--- src/rtl/rf_multiport.sv ---
// rtl/rf_multiport.sv - two-read/one-write register file with self-init, write-through bypass and debug scan
// Register 0 is hard-wired to zero; contents come only from the INIT sweep and committed writes.
module rf_multiport #(
   parameter int DW   = 32,
   parameter int AW   = 5,
   parameter int CNTW = 16
) (
   input  logic            clk,
   input  logic            rstn,
   input  logic            we,
   input  logic            freeze,
   input  logic [AW-1:0]   wa,
   input  logic [DW-1:0]   wd,
   input  logic [AW-1:0]   ra1,
   input  logic [AW-1:0]   ra2,
   output logic [DW-1:0]   rd1,
   output logic [DW-1:0]   rd2,
   input  logic            dbg_en,
   output logic [AW-1:0]   dbg_idx,
   output logic [DW-1:0]   dbg_rd,
   output logic            busy,
   output logic [CNTW-1:0] wr_cnt
);

   localparam int NREG = 2 ** AW;

   localparam logic [0:0] ST_INIT = 1'b0;
   localparam logic [0:0] ST_RUN  = 1'b1;

   logic [0:0]    state;
   logic [AW-1:0] icnt;
   logic [DW-1:0] rf [NREG];

   logic run;
   logic init_wr;
   logic commit;

   // Reset overrides RUN combinationally so reads and writes are blocked while rstn is low.
   assign run     = rstn && (state == ST_RUN);
   assign init_wr = rstn && (state == ST_INIT);
   assign commit  = run && we && !freeze && (wa != '0);
   assign busy    = !run;

   always_ff @(posedge clk) begin
      if (!rstn) begin
         state   <= ST_INIT;
         icnt    <= '0;
         dbg_idx <= '0;
         wr_cnt  <= '0;
      end else if (state == ST_INIT) begin
         if (icnt == AW'(NREG - 1)) begin
            state <= ST_RUN;
         end
         icnt <= icnt + AW'(1);
      end else begin
         if (commit && (wr_cnt != '1)) begin
            wr_cnt <= wr_cnt + CNTW'(1);
         end
         if (dbg_en) begin
            dbg_idx <= dbg_idx + AW'(1);
         end
      end
   end

   // Storage has no reset; the INIT sweep is the only source of initial contents.
   always_ff @(posedge clk) begin
      if (init_wr) begin
         rf[icnt] <= DW'(icnt);
      end else if (commit) begin
         rf[wa] <= wd;
      end
   end

   assign rd1 = (!run || (ra1 == '0)) ? '0 :
                (commit && (ra1 == wa)) ? wd : rf[ra1];
   assign rd2 = (!run || (ra2 == '0)) ? '0 :
                (commit && (ra2 == wa)) ? wd : rf[ra2];

   assign dbg_rd = (!run || (dbg_idx == '0)) ? '0 : rf[dbg_idx];

endmodule
--- config.mk ---
export PLATFORM = sky130hd
export DESIGN_NAME = rf_multiport
export DESIGN_NICKNAME = d
export VERILOG_FILES = /design/src/rtl/rf_multiport.sv
export SDC_FILE = /design/constraint.sdc
export NUM_CORES = 2
export LEC_CHECK = 0
export CAP_MARGIN = 0
export CORE_MARGIN = 2
export CORE_UTILIZATION = 45
export DETAILED_ROUTE_END_ITERATION = 7
export SKIP_LAST_GASP = 1
export SLEW_MARGIN = 20
export SYNTH_ARGS = -nofsm -noshare
export SYNTH_HDL_FRONTEND = slang
export SYNTH_SLANG_ARGS = --single-unit
--- constraint.sdc ---
create_clock -name clk -period 4.65 [get_ports clk]
set_input_delay 0.6975 -clock clk [delete_from_list [all_inputs] [get_ports clk]]
set_output_delay 0.6975 -clock clk [all_outputs]
set_load 0.01 [all_outputs]
# == Word-level counts from Yosys, hierarchy flattened ==
# Memories as Yosys holds them, arrays and structs flattened. A register that Yosys moved wholly into a read port is not among the register bits.
# Cells that the tools add are included.
# totals
register_bits,27
mem_bits_rw,1024
input_bits,52
elab_cells,50
n_memories,1
# mem_list
name,depth,width,read_ports,rd_ports_with_merged_regs,wr,line_no,text
rf,32,32,3,1,1,32,logic [DW-1:0] rf [NREG];
# classes
n_addsub,3
n_eq_ne,4
mux,17
n_bitwise,1
reduce_logical,20
# op_table
op,count
$mux 32,6
$reduce_or 32->1,1
$add 16x1->16 const B,1
$ne 16x16->1 const B,1
$logic_not 5->1,3
$mux 5,3
$add 5x1->5 const B,2
$eq 5x5->1,2
$logic_and 1x1->1,8
$mux 1,8
$eq 5x5->1 const B,1
$reduce_bool 5->1,1
$reduce_and 2->1,2
$logic_or 1x1->1,3
$logic_not 1->1,2
$not 1->1,1

# == Depth between registers and ports, before layout ==
# depth
ltp_word,9
mapped_depth,9
ltp_nobuf,6

# == Least setup slack after synthesis ==
# OpenSTA, ideal clock, no wires.
# synth_timing
path_kind,input to register
start,input wa[0]
end,memory rf[29][0] (enable)
arrival_time_ns,3.397
t_required_ns,4.225
setup_slack_ns,0.828
stages,7
path_cell_list,clkbuf_1 nor3_1 a21bo_4 buf_2 a21o_1 and2_1 nor2b_1
# synth_between
elab_chain_cells,7
elab_cells_between_ends,8
# synth_rtl
item,line_no,text
start: declaration,12,"input logic [AW-1:0] wa,"
$reduce_bool 5->1,41,assign commit = run && we && !freeze && (wa != '0);
$logic_and 1x1->1,41,
$mux 1,69,end else if (commit) begin
$mux 1,67,if (init_wr) begin
$mux 1 (not written as such),70,rf[wa] <= wd;
$reduce_or 32->1 (no line),--,
$mux 5 (no line) or $mux 1 (tied branches),--,
end: declaration,32,
# Several ways; a longest one is shown, not always the timed one.

# == Final worst setup path ==
# layout_timing
start,register state
end,output rd1[13]
# layout_between
elab_chain_cells,7
elab_cells_between_ends,9
# layout_rtl
item,line_no,text
start: declaration,30,logic [0:0] state;
start signal: assignment,46,state <= ST_INIT;
start signal: assignment,52,state <= ST_RUN;
$logic_and 1x1->1 (*),39,assign run = rstn && (state == ST_RUN);
$logic_and 1x1->1 (3 in series),41,
$logic_and 1x1->1,75,(commit && (ra1 == wa)) ? wd : rf[ra1];
$mux 32,75,
$mux 32 (*),74,assign rd1 = (!run || (ra1 == '0)) ? '0 :
end: declaration,16,"output logic [DW-1:0] rd1,"
# Mark *: on every way between the ends. The rest lies on a longest branch, timed or not.

==> impl_metrics.json <==
{
  "status": "completed",
  "synth.net_count": 3422,
  "clock_skew_ns": 0.0247,
  "final_net_count": 3637,
  "drv_slew": 0,
  "num_vias": 39900,
  "hold_buffers": 0,
  "vias_per_cell": 7.49,
  "path_clk_slew_ns": 0.07,
  "power.leakage_uw": 0.0197,
  "grt_pass1_wl_um": 301000,
  "fmax_mhz": 220,
  "max_cap_violations": 0,
  "synth_top_family_by_area": "multiplexers",
  "synth-compound-area-share": 0.103,
  "worst-path-buf-inv": 2,
  "slew_headroom": 0.209,
  "crit_path_end_kind": "output port",
  "gr-usage-all-layers": 0.327,
  "synth_cells": 3365,
  "muxShareOfSynthArea": 0.299,
  "path_class": "reg2out",
  "cts.path.max_buffers": 3,
  "worstPathMaxFanout": 32,
  "drc": 0,
  "synth_common_cells": "edfxtp_1 (1024), mux4_2 (640), a22oi_1 (322)",
  "synth_edf_count": 1024,
  "ys_ff_latch": 1056,
  "core_mm2": 0.126,
  "htreeDepth": 3,
  "route.final.wire_length_um": 215000,
  "rows": 130,
  "dp_hpwl_um": 127000,
  "cp_slowest_stage_delay_ns": 0.53,
  "path_cells": "and4b_1 > a21bo_4 > o311ai_4 > buf_12 > a21oi_1 > a211o_1 > clkdlybuf4s50_1",
  "cts-resized-gates": 1,
  "worst_pin_slew_ns": 1.19,
  "r2r-start": "state",
  "postRouteAntennaNets": 0,
  "initial_core_util": 0.454,
  "cts_tree": "built",
  "port_buffers": 169,
  "final_core_util": 0.528,
  "vdd_drop_max_mv": 0.267,
  "critPathRequiredTime_ns": 3.95,
  "ys_types": 56,
  "dr.pass1.iters": 7,
  "fp.dieArea_mm2": 0.130,
  "wl_per_cell_um": 40.4,
  "io-pin-count": 170,
  "gr-total-overflow": 0,
  "synth_area_mm2": 0.0571,
  "grt_setup_unrepaired": "false",
  "avgSynthCellArea_um2": 17.0,
  "final.period_utilization": 0.978,
  "crit_start": "state",
  "synthSimpleGateAreaFrac": 0.0196,
  "setup_tns_ns": 0,
  "synth_xor_xnor_area_share": 0.00276,
  "ys_warn_count": 0,
  "final_hold_viol_count": 0,
  "antenna_found_initial": 3,
  "arrival_ns": 3.85,
  "critPathTopFamily": "compound AO/OA/AOI/OAI gates",
  "grt_max_degree": 72,
  "setup_viol_count_final": 0,
  "synth_top_area_frac": 0.538,
  "grt_pass1_vias": 40400,
  "synth.most_common_cell": "edfxtp_1",
  "die_w_um": 360,
  "diodes": 0,
  "dr.first_iter.drc_count": 6440,
  "cts_inserted_buffers": 113,
  "die_y_um": 360,
  "clk_root_buffer_cell": "clkbuf_16",
  "clk_latency_ns": 0.74,
  "area_delta_synth_final_pct": 16.2,
  "gp_congestion": 0.879,
  "post_cts_buffers": 0,
  "ys_top_cells_by_area": "edfxtp_1 (54%), mux4_2 (25%), mux2i_1 (4.6%)",
  "power_density_mw_per_mm2": 316,
  "hold_path_class": "reg2reg",
  "cpMaxStageDelayCell": "clkdlybuf4s50_1",
  "min-delay-start": "wr_cnt[9]",
  "cts_sinks": 1056,
  "drive_gt1_frac": 0.305,
  "cp-start-kind": "register",
  "ys_seq_area_frac": 0.550,
  "synthAdderAreaFrac": 0.00110,
  "period_minus_slack_ns": 4.55,
  "synth_top_area_cell": "edfxtp_1",
  "synthArstFlopShare": 0,
  "synthFlopType": "edfxtp_1"
}
==> path summary, 6_finish.rpt <==
check / cells after the start / endpoint / slack [ns]
worst min register to register: 1 / wr_cnt[9] / 0.50
worst max-delay path: 7 / rd1[13] / 0.10
worst min-delay path: 1 / wr_cnt[9] / 0.50
worst max register to register: 6 / rf[20][18] / 1.17
==> per-layer routing <==
metal / vias to the layer above / routed length (um) / global-route usage
li1: 15200 / - / -
met1: 20800 / 77500 / 0.439
met2: 3325 / 97600 / 0.499
met3: 648 / 27300 / 0.0805
met4: 0 / 12700 / 0.168
met5: - / 0 / 0
==> power by group <==
| part | internal [uW] | total (uW) | switching (uW) |
|---|---|---|---|
| registers | 10400 | 10400 | 44.4 |
| clock network | 5110 | 9010 | 3910 |
| logic | 601 | 1530 | 932 |
| total | 16100 | 21000 | 4890 |
==> flip-flops by register name, indices dropped and copies added, names as in the netlist, named ones only <==
name     cells
icnt         5
dbg_idx      5
rf        1024
wr_cnt      16
state        1
==> stage by stage <==
step | hold WS, ns | std cells | total power (uW) | instance area, um^2 | worst slack [ns]
3_5_place_dp | 0.497 | 5115 | 12100 | 62800 | 0.235
2_1_floorplan | 0.496 | 3365 | 11500 | 57100 | 0.828
6_report | 0.503 | 5328 | 21000 | 66400 | 0.103
3_3_place_gp | 0.475 | 5115 | 12100 | 62800 | 0.311
4_1_cts | 0.514 | 5328 | 21000 | 66400 | 0.123
5_1_grt | 0.531 | 5328 | 21400 | 66400 | 0.0224
==> cell usage in the layout (no fill, tap or decap), drive strengths merged, types with 3 or more instances in the layout <==
cell type      count
a221oi           128
a211o             54
edfxtp          1024
mux4             640
nor2b              8
xor2               6
nand2             63
clkbuf           141
clkdlybuf4s50    161
nor4               6
o21bai            64
clkinvlp           6
and3               3
o311ai             3
nor3               5
dfxtp             32
a21oi            200
nand4              6
a311o             10
inv               17
ha                 5
clkinv            50
bufinv            11
or4                4
nand2b             3
o31ai              9
o21ai              5
xnor2             12
o41ai              3
mux2i            263
nor2              91
buf              259
nand3              8
and2              35
a22oi            322
==> cells by family (layout without fill, tap and decap cells) <==
| logic type | Yosys count | after routing |
|---|---|---|
| AOI/OAI and AO/OA | 811 | 811 |
| xor gates and xnor gates | 18 | 18 |
| adders and majority gates | 5 | 5 |
| buffers and inverters | 332 | 645 |
| DFF | 1056 | 1056 |
| muxes | 903 | 903 |
| and+or+nand+nor | 240 | 240 |
==> area by class of cell <==
type	instances	area, um^2
clock buffers	141	2950
fillers	9866	59400
repair buffers	420	4550
well taps	1650	2060
multi-input cells	1977	24700
flip-flops and latches	1056	31400
clock inverters	72	668
inverters	12	45.0
Note: power is estimated with default switching activity, not from simulation.
